--- config.mk ---
export PLATFORM = sky130hd
export DESIGN_NAME = addsub_sequencer
export DESIGN_NICKNAME = d
export VERILOG_FILES = /design/src/rtl/addsub_sequencer.sv
export SDC_FILE = /design/constraint.sdc
export NUM_CORES = 1
export LEC_CHECK = 0
export CORE_ASPECT_RATIO = 0.8
export CORE_MARGIN = 3
export CORE_UTILIZATION = 35
export DETAILED_ROUTE_END_ITERATION = 7
export PLACE_DENSITY = 0.62
export SYNTH_ARGS = -nofsm -noshare
export SYNTH_HDL_FRONTEND = slang
export SYNTH_SLANG_ARGS = --single-unit
--- constraint.sdc ---
create_clock -name clk -period 7.5 [get_ports clk]
set_clock_uncertainty 0.15 [all_clocks]
set_input_delay 1.125 -clock clk [delete_from_list [all_inputs] [get_ports clk]]
set_output_delay 1.125 -clock clk [all_outputs]
set_load 0.01 [all_outputs]
--- src/rtl/addsub_sequencer.sv ---
// addsub_sequencer
// ----------------
// Multi-cycle controller that time-shares one combinational WIDTH-bit adder
// and one bitwise inverter bank to perform ADD, SUB, NEG and PASS for the ALU.
// SUB takes two adder passes: first ~b+1 into a temp register, then a+temp.
// ADD, NEG and PASS finish in a single adder pass.
//
// Optional feature macro: ADDSUB_SEQ_FLAGS_EN
//   defined   : c_out and ovf are computed and registered on completion.
//   undefined : flag logic is removed and c_out/ovf are tied to 0; result,
//               timing and handshake are identical.
//
// Parameters
//   WIDTH   datapath width of operands, result and the shared adder
//
// Ports
//   clk     in   1      rising-edge clock
//   clr     in   1      asynchronous active-high reset
//   start   in   1      request, sampled only in IDLE and DONE
//   op      in   2      00 ADD, 01 SUB, 10 NEG, 11 PASS
//   a       in   WIDTH  operand A, captured on an accepted start
//   b       in   WIDTH  operand B, captured on an accepted start
//   busy    out  1      high while in PASS1/PASS2
//   done    out  1      one-cycle pulse when result/flags are newly updated
//   result  out  WIDTH  final sum, held until the next done
//   c_out   out  1      carry out of the final adder pass
//   ovf     out  1      signed overflow of the requested operation

module addsub_sequencer #(
    parameter int WIDTH = 32
) (
    input  logic             clk,
    input  logic             clr,
    input  logic             start,
    input  logic [1:0]       op,
    input  logic [WIDTH-1:0] a,
    input  logic [WIDTH-1:0] b,
    output logic             busy,
    output logic             done,
    output logic [WIDTH-1:0] result,
    output logic             c_out,
    output logic             ovf
);

    typedef enum logic [1:0] {
        IDLE  = 2'd0,
        PASS1 = 2'd1,
        PASS2 = 2'd2,
        DONE  = 2'd3
    } state_t;

    localparam logic [1:0] OP_ADD  = 2'b00;
    localparam logic [1:0] OP_SUB  = 2'b01;
    localparam logic [1:0] OP_NEG  = 2'b10;
    localparam logic [1:0] OP_PASS = 2'b11;

    localparam logic [WIDTH-1:0] ONE = {{(WIDTH-1){1'b0}}, 1'b1};

    state_t           state_q;
    logic [1:0]       op_q;
    logic [WIDTH-1:0] a_q;
    logic [WIDTH-1:0] b_q;
    logic [WIDTH-1:0] tmp_q;
    logic [WIDTH-1:0] result_q;
    logic             busy_q;
    logic             done_q;

    logic [WIDTH-1:0] add_a;
    logic [WIDTH-1:0] add_b;
    logic [WIDTH-1:0] add_sum;
    logic             commit;

    // Operand steering for the single shared adder. Negation is done as
    // inverter + constant 1 on the second adder input, so the adder's own
    // carry-in is never needed. Outside the pass states the adder idles on
    // (a_q, 0), which nothing consumes.
    always_comb begin
        add_a = a_q;
        add_b = '0;
        case (state_q)
            PASS1: begin
                case (op_q)
                    OP_ADD: begin
                        add_a = a_q;
                        add_b = b_q;
                    end
                    OP_SUB: begin
                        add_a = ~b_q;
                        add_b = ONE;
                    end
                    OP_NEG: begin
                        add_a = ~a_q;
                        add_b = ONE;
                    end
                    OP_PASS: begin
                        add_a = a_q;
                        add_b = '0;
                    end
                    default: begin
                        add_a = a_q;
                        add_b = '0;
                    end
                endcase
            end
            PASS2: begin
                add_a = a_q;
                add_b = tmp_q;
            end
            default: begin
                add_a = a_q;
                add_b = '0;
            end
        endcase
    end

    // The final pass of every operation: PASS1 for single-pass ops, PASS2
    // for SUB. This is the only cycle in which the visible outputs update.
    assign commit = ((state_q == PASS1) && (op_q != OP_SUB)) || (state_q == PASS2);

`ifdef ADDSUB_SEQ_FLAGS_EN
    localparam logic [WIDTH-1:0] MOST_NEG = {1'b1, {(WIDTH-1){1'b0}}};

    logic [WIDTH:0] add_full;
    logic           add_carry;
    logic           ovf_d;
    logic           cout_q;
    logic           ovf_q;

    assign add_full  = {1'b0, add_a} + {1'b0, add_b};
    assign add_sum   = add_full[WIDTH-1:0];
    assign add_carry = add_full[WIDTH];

    // Overflow is judged from the original operands rather than the
    // negated b, so SUB with b = most-negative is still reported correctly.
    always_comb begin
        ovf_d = 1'b0;
        case (op_q)
            OP_ADD:  ovf_d = (a_q[WIDTH-1] == b_q[WIDTH-1]) &&
                             (add_sum[WIDTH-1] != a_q[WIDTH-1]);
            OP_SUB:  ovf_d = (a_q[WIDTH-1] != b_q[WIDTH-1]) &&
                             (add_sum[WIDTH-1] != a_q[WIDTH-1]);
            OP_NEG:  ovf_d = (a_q == MOST_NEG);
            OP_PASS: ovf_d = 1'b0;
            default: ovf_d = 1'b0;
        endcase
    end

    // Flag registers load together with the result on the committing pass.
    always_ff @(posedge clk or posedge clr) begin
        if (clr) begin
            cout_q <= 1'b0;
            ovf_q  <= 1'b0;
        end else if (commit) begin
            cout_q <= add_carry;
            ovf_q  <= ovf_d;
        end
    end

    assign c_out = cout_q;
    assign ovf   = ovf_q;
`else
    assign add_sum = add_a + add_b;
    assign c_out   = 1'b0;
    assign ovf     = 1'b0;
`endif

    // Control FSM with registered busy/done. Operands are latched only when
    // a start is accepted in IDLE or DONE, so later input changes and starts
    // that arrive while busy have no effect on the running operation.
    always_ff @(posedge clk or posedge clr) begin
        if (clr) begin
            state_q  <= IDLE;
            op_q     <= OP_ADD;
            a_q      <= '0;
            b_q      <= '0;
            tmp_q    <= '0;
            result_q <= '0;
            busy_q   <= 1'b0;
            done_q   <= 1'b0;
        end else begin
            done_q <= 1'b0;
            if (commit) begin
                result_q <= add_sum;
            end
            case (state_q)
                IDLE, DONE: begin
                    if (start) begin
                        op_q    <= op;
                        a_q     <= a;
                        b_q     <= b;
                        busy_q  <= 1'b1;
                        state_q <= PASS1;
                    end else begin
                        busy_q  <= 1'b0;
                        state_q <= IDLE;
                    end
                end
                PASS1: begin
                    if (op_q == OP_SUB) begin
                        tmp_q   <= add_sum;
                        state_q <= PASS2;
                    end else begin
                        busy_q  <= 1'b0;
                        done_q  <= 1'b1;
                        state_q <= DONE;
                    end
                end
                PASS2: begin
                    busy_q  <= 1'b0;
                    done_q  <= 1'b1;
                    state_q <= DONE;
                end
                default: begin
                    busy_q  <= 1'b0;
                    state_q <= IDLE;
                end
            endcase
        end
    end

    assign busy   = busy_q;
    assign done   = done_q;
    assign result = result_q;

endmodule

==> run_results.csv, run 1 <==
group,metric,value,unit
route,via_per_inst,5.51,
pwr,p_leak,4.31,nW
timing,slew_headroom,27.9,%
min_path,holdCritStartpoint,"result[8]$_DFFE_PP0P_",
critical_path,path_class,"reg -> reg",
synth,synthArstFlopShare,100,%
clocking,cts_resized,0,
place,placed_area,9330,sq um
synth,seq_area_frac_synth,41.5,%
critical_path,cp.required,7.68,ns
synth,ys_warn_count,0,
critical_path,startpoint_type,"register",
place,pre_cts_ws,2.76,ns
global_routing,grt-ovfl-total,0,
die,chipHeight,142,um
die,die_x,176,um
critical_path,critPathMaxFanout,25,
min_path,hold_path_end,"result[8]$_DFFE_PP0P_",
timing,min_period,4.83,ns
route,drtAntennaViolNets,0,
place,io_buffers,102,
synth,synth.avg_cell_area,9.60,sq um
synth,ys_top_cells_by_area,"dfrtp_1, mux2_2, ha_1",
critical_path,timing.critical_path.to_type,"register",
clocking,clkTransAtPathRegs,0.06,ns
global_routing,grt_use_total,18.9,%
global_routing,grt_pass1_wl,37.2,mm
die,rows,49,
timing,report.final.slew_viol_count,0,
route,avgRoutedWirePerCell,18.9,um
clocking,cts_max_level,4,
clocking,clock-sinks,134,
clocking,insertion_delay,0.43,ns
clocking,cts_buffer_depth,2,
timing,whs,0.315,ns
pwr,powerDensity,552,nW/um^2
synth,synth_edf_count,0,
route,wirelength,23.2,mm
critical_path,arrival,5.01,ns
die,core,22600,sq um
route,vias,6788,
synth,synth_cell_types,61,
die,die_area,24900,sq um
critical_path,reg2reg_to,"result[29]$_DFFE_PP0P_",
run_status,outcome,"completed",
critical_path,reg2reg_setup_slack,2.67,ns
final_layout,fin_nets,1021,
timing,finalCritPeriodShare,64.4,%
synth,yosysTopAreaCell,"dfrtp_1",
synth,syn-cell-area,8070,sq um
timing,final-hold-violation-count,0,
place,place_congestion,0.920,
die,start_util,35.8,%
final_layout,areaGrowthSynthToFinish,23.3,%
critical_path,reg2reg_depth,12,
final_layout,final_area,9960,sq um
synth,synthFlopType,"dfrtp_1",
synth,synthCells,841,
place,place_hpwl,16.6,mm
timing,max_clock_freq,207,MHz
timing,setup_slack,2.67,ns
job,max-cap-violations,0,
die,io_pins,105,
timing,rsz0062_at_grt,"no",
min_path,worstHoldPathCells,2,
clocking,holdBufCountCts,0,
route,first_iter_violations,585,
route,route.detailed.drc,0,
clocking,cts_tree,"done",
clocking,cts_root_buffer,"clkbuf_16",
synth,yosysTopAreaCellShare,41.5,%
global_routing,antenna_found_initial,0,
clocking,cts_setup_buffers,0,
final_layout,final_layout_size_suffix_gt1_share,16.1,%
timing,tns,0,ns
timing,finalSetupViolations,0,
timing,worst_pin_slew,1.08,ns
global_routing,first_global_vias,6447,
clocking,numCtsBuffers,17,
pwr,peakVddDrop,236,uV
synth,synth-seq-cells,134,
global_routing,grt_max_degree,83,
min_path,hold_path.class,"reg -> reg",
final_layout,insertedDiodeCount,0,
critical_path,r2r-start,"state_q[1]$_DFF_PP0_",
route,first_pass_iters,6,
==> worst max-delay path by stage <==
| stage | end | from | cells past startpoint |
|---|---|---|---|
| after floorplan | a_q[0]$_DFFE_PP0P_ | clr | 1 |
| after global placement | tmp_q[31]$_DFFE_PP0P_ | state_q[1]$_DFF_PP0_ | 13 |
| after detailed placement | tmp_q[31]$_DFFE_PP0P_ | state_q[1]$_DFF_PP0_ | 12 |
| after CTS | tmp_q[31]$_DFFE_PP0P_ | state_q[1]$_DFF_PP0_ | 12 |
| after global routing | result[25]$_DFFE_PP0P_ | state_q[1]$_DFF_PP0_ | 13 |
| final | result[29]$_DFFE_PP0P_ | state_q[1]$_DFF_PP0_ | 12 |
==> metal layers <==
metal,GRT usage [%],vias up,share of wire [%]
met5,0,-,0
met4,5.00,0,1.2
met3,3.53,30,6.8
met2,25.2,271,40
met1,30.5,3286,52
li1,-,3201,-
==> layout by cell type (no fill, tap or decap), types with 3 or more instances in the layout <==
cell type	instances
a211oi_1	5
a21o_1	16
a21oi_1	66
a22o_1	31
a22oi_1	33
a311oi_1	3
and2_1	3
and3_1	5
buf_4	11
bufinv_16	4
clkbuf_16	17
clkdlybuf4s50_1	102
clkinv_2	4
clkinvlp_4	3
dfrtp_1	134
ha_1	37
inv_1	16
mux2_2	93
nand2_1	86
nand2b_1	5
nand3_1	11
nand4_1	10
nand4b_1	3
nor2_1	93
nor3_1	7
nor3b_1	3
o211ai_1	3
o21a_1	9
o21ai_0	32
o22ai_1	4
o31ai_1	3
xnor2_1	12
xor2_1	9
==> worst max-delay path: stages (launching register included) <==
cell and delay [ns]:
dfrtp_1 0.38, inv_1 0.06, ha_1 0.68, o21a_1 0.81, nor2_1 0.07, a21oi_1 0.16
ha_1 0.35, and3_1 0.23, a311o_1 0.43, o21ai_0 0.67, nor2_1 0.24, o211a_1 0.27
a211oi_1 0.21
==> per-stage QoR <==
step	util, %	power [mW]	cells
floorplan	-	3.59	842
global placement	41.4	4.53	1201
detailed placement	41.4	4.56	1201
CTS	44.1	5.49	1233
global route	44.1	5.91	1233
finish	44.1	5.50	1233
==> cells in the mapped netlist, types with 7 or more instances <==
| cell type | n |
|---|---|
| a21o_1 | 16 |
| a21oi_1 | 67 |
| a22o_1 | 31 |
| a22oi_1 | 33 |
| buf_1 | 10 |
| clkbuf_1 | 42 |
| dfrtp_1 | 134 |
| ha_1 | 37 |
| inv_1 | 17 |
| mux2_2 | 93 |
| nand2_1 | 87 |
| nand3_1 | 11 |
| nand4_1 | 10 |
| nor2_1 | 93 |
| nor3_1 | 7 |
| o21a_1 | 9 |
| o21ai_0 | 32 |
| xnor2_1 | 12 |
| xor2_1 | 9 |
==> report_power, final <==
part           internal, mW  switching, mW
clock                 0.563          0.327
combinational          1.37           1.82
sequential             1.11          0.313
total                  3.04           2.46
==> area by class of cell <==
type | count | area (sq um)
inverter | 17 | 68.8
timing repair buffer | 113 | 1100
sequential | 134 | 3350
multi-input combinational | 631 | 4420
clock inverter | 13 | 180
tap | 306 | 383
clock buffer | 19 | 443
fill | 2212 | 12600
==> sequential cells by signal, summed over array words and instances (netlist names) <==
name and flops:
a_q 32, b_q 32, result 32, tmp_q 32, op_q 2, state_q 2, busy 1, done 1
==> cell families (layout without fill, tap and decap cells) <==
family | after synthesis | count (layout) | share of synthesized area (%)
xor gates and xnor gates | 21 | 21 | 2.28
adders and majority gates | 38 | 38 | 5.98
other | 1 | 2 | 0.0464
buffers and inverters | 77 | 162 | 3.84
and+or+nand+nor | 242 | 242 | 13.3
muxes | 93 | 93 | 13.0
AOI/OAI and AO/OA | 235 | 235 | 20.1
DFF | 134 | 134 | 41.5
Power figures use the tool's default switching activity.
==> run 2, diff against run 1 <==
Clock period 7.5 ns to 4.8 ns, I/O delays scaled along.
==> run_results.csv, run 2 (synthesis gave the netlist of run 1 again) <==
group,metric,value,unit
critical_path,critPathMaxFanout,11,
global_routing,first_global_vias,6536,
pwr,peakVddDrop,305,uV
place,place_hpwl,17.1,mm
timing,report.final.slew_viol_count,0,
final_layout,areaGrowthSynthToFinish,23.3,%
clocking,clkTransAtPathRegs,0.06,ns
route,drtAntennaViolNets,0,
run_status,outcome,"completed",
die,start_util,35.8,%
timing,final-hold-violation-count,0,
timing,rsz0062_at_grt,"no",
die,core,22600,sq um
route,avgRoutedWirePerCell,18.6,um
final_layout,final_common_cell,"dfrtp_1",
timing,tns,0,ns
route,first_iter_violations,583,
critical_path,reg2reg_to,"result[16]$_DFFE_PP0P_",
critical_path,critPathLaunch,"op_q[1]$_DFFE_PP0P_",
route,first_pass_iters,5,
timing,max_clock_freq,236,MHz
clocking,cts_tree,"done",
clocking,cts_root_buffer,"clkbuf_16",
final_layout,fillerInstances,2194,
clocking,numCtsBuffers,17,
global_routing,grt-ovfl-total,0,
timing,finalSetupViolations,0,
clocking,holdBufCountCts,0,
critical_path,timing.critical_path.to_type,"register",
final_layout,final_cell_mix,"dfrtp_1, clkdlybuf4s50_1, mux2_2, nor2_1, nand2_1",
clocking,cts_buffer_depth,2,
job,max-cap-violations,0,
final_layout,final_layout_size_suffix_gt1_share,16.5,%
pwr,powerDensity,856,nW/um^2
global_routing,grt_pass1_wl,37.3,mm
critical_path,path_class,"reg -> reg",
die,die_x,176,um
final_layout,fin_nets,1030,
critical_path,cp.required,4.96,ns
critical_path,arrival,4.40,ns
min_path,hold_path.class,"reg -> reg",
timing,whs,0.316,ns
critical_path,reg2reg_setup_slack,0.56,ns
route,vias,6789,
global_routing,grt_use_total,18.9,%
place,io_buffers,102,
die,rows,49,
die,chipHeight,142,um
critical_path,reg2reg_depth,14,
timing,worst_pin_slew,1.02,ns
die,io_pins,105,
timing,setup_slack,0.556,ns
die,die_area,24900,sq um
pwr,p_leak,4.33,nW
timing,min_period,4.24,ns
clocking,clock-sinks,134,
min_path,holdCritStartpoint,"result[8]$_DFFE_PP0P_",
global_routing,antenna_found_initial,0,
min_path,hold_path_end,"result[8]$_DFFE_PP0P_",
critical_path,startpoint_type,"register",
min_path,worstHoldPathCells,2,
place,pre_cts_ws,0.608,ns
global_routing,grt_max_degree,104,
route,route.detailed.drc,0,
route,via_per_inst,5.47,
clocking,cts_max_level,4,
final_layout,utilization,44.1,%
place,place_congestion,0.923,
final_layout,insertedDiodeCount,0,
clocking,cts_setup_buffers,0,
critical_path,r2r-start,"op_q[1]$_DFFE_PP0P_",
clocking,cts_resized,0,
timing,finalCritPeriodShare,88.4,%
clocking,insertion_delay,0.42,ns
timing,slew_headroom,31.5,%
route,wirelength,23.2,mm
run 2: final cells by class:
type                    count  area [sq um]  share of cell area (%)
clock buffers              24           482                    4.84
clock inverters             8          73.8                   0.742
inverters                  17          68.8                   0.691
multi-input cells         631          4420                    44.4
well taps                 306           383                    3.85
flip-flops and latches    134          3350                    33.7
repair buffers            122          1170                    11.8
run 2: worst max-delay path by stage:
stage / slack (ns) / end / cells past startpoint
floorplan: 0.35 / a_q[0]$_DFFE_PP0P_ / 1
global placement: 0.69 / result[16]$_DFFE_PP0P_ / 14
detailed placement: 0.61 / result[16]$_DFFE_PP0P_ / 14
CTS: 0.60 / result[16]$_DFFE_PP0P_ / 14
global route: 0.24 / result[18]$_DFFE_PP0P_ / 14
finish: 0.56 / result[16]$_DFFE_PP0P_ / 14
run 2: per-layer routing:
layer | up-vias | part of all wire (%) | GRT usage, % | routed length [um]
li1 | 3209 | - | - | -
met1 | 3296 | 53 | 30.5 | 12200
met2 | 267 | 40 | 25.1 | 9220
met3 | 17 | 6.7 | 3.99 | 1540
met4 | 0 | 0.99 | 4.54 | 229
met5 | - | 0 | 0 | 0
run 2: through the flow:
| stage | std cells | cell area (sq um) | total power, mW |
|---|---|---|---|
| after global routing | 1242 | 9950 | 9.15 |
| after floorplan | 842 | 8080 | 5.61 |
| after detailed placement | 1210 | 9400 | 7.20 |
| after global placement | 1210 | 9400 | 7.15 |
| after CTS | 1242 | 9950 | 8.49 |
| final | 1242 | 9950 | 8.52 |
run 2: worst max-delay path, cell delays in order, from the launching register on:
cell      delay, ns
dfrtp_1        0.40
inv_1          0.09
ha_1           0.40
buf_4          0.24
a22o_1         0.15
a21oi_1        0.07
ha_1           0.24
fa_1           0.41
a21o_1         0.22
a221oi_2       0.35
o41ai_2        0.18
a211oi_1       0.53
o21ai_0        0.21
xor2_1         0.19
mux2_2         0.28
run 2: power breakdown:
| group | switching, mW | leakage (nW) | internal (mW) |
|---|---|---|---|
| sequential | 0.494 | 1.60 | 1.73 |
| combinational | 2.87 | 2.46 | 2.19 |
| clock | 0.483 | 0.270 | 0.750 |
| total | 3.85 | 4.33 | 4.67 |
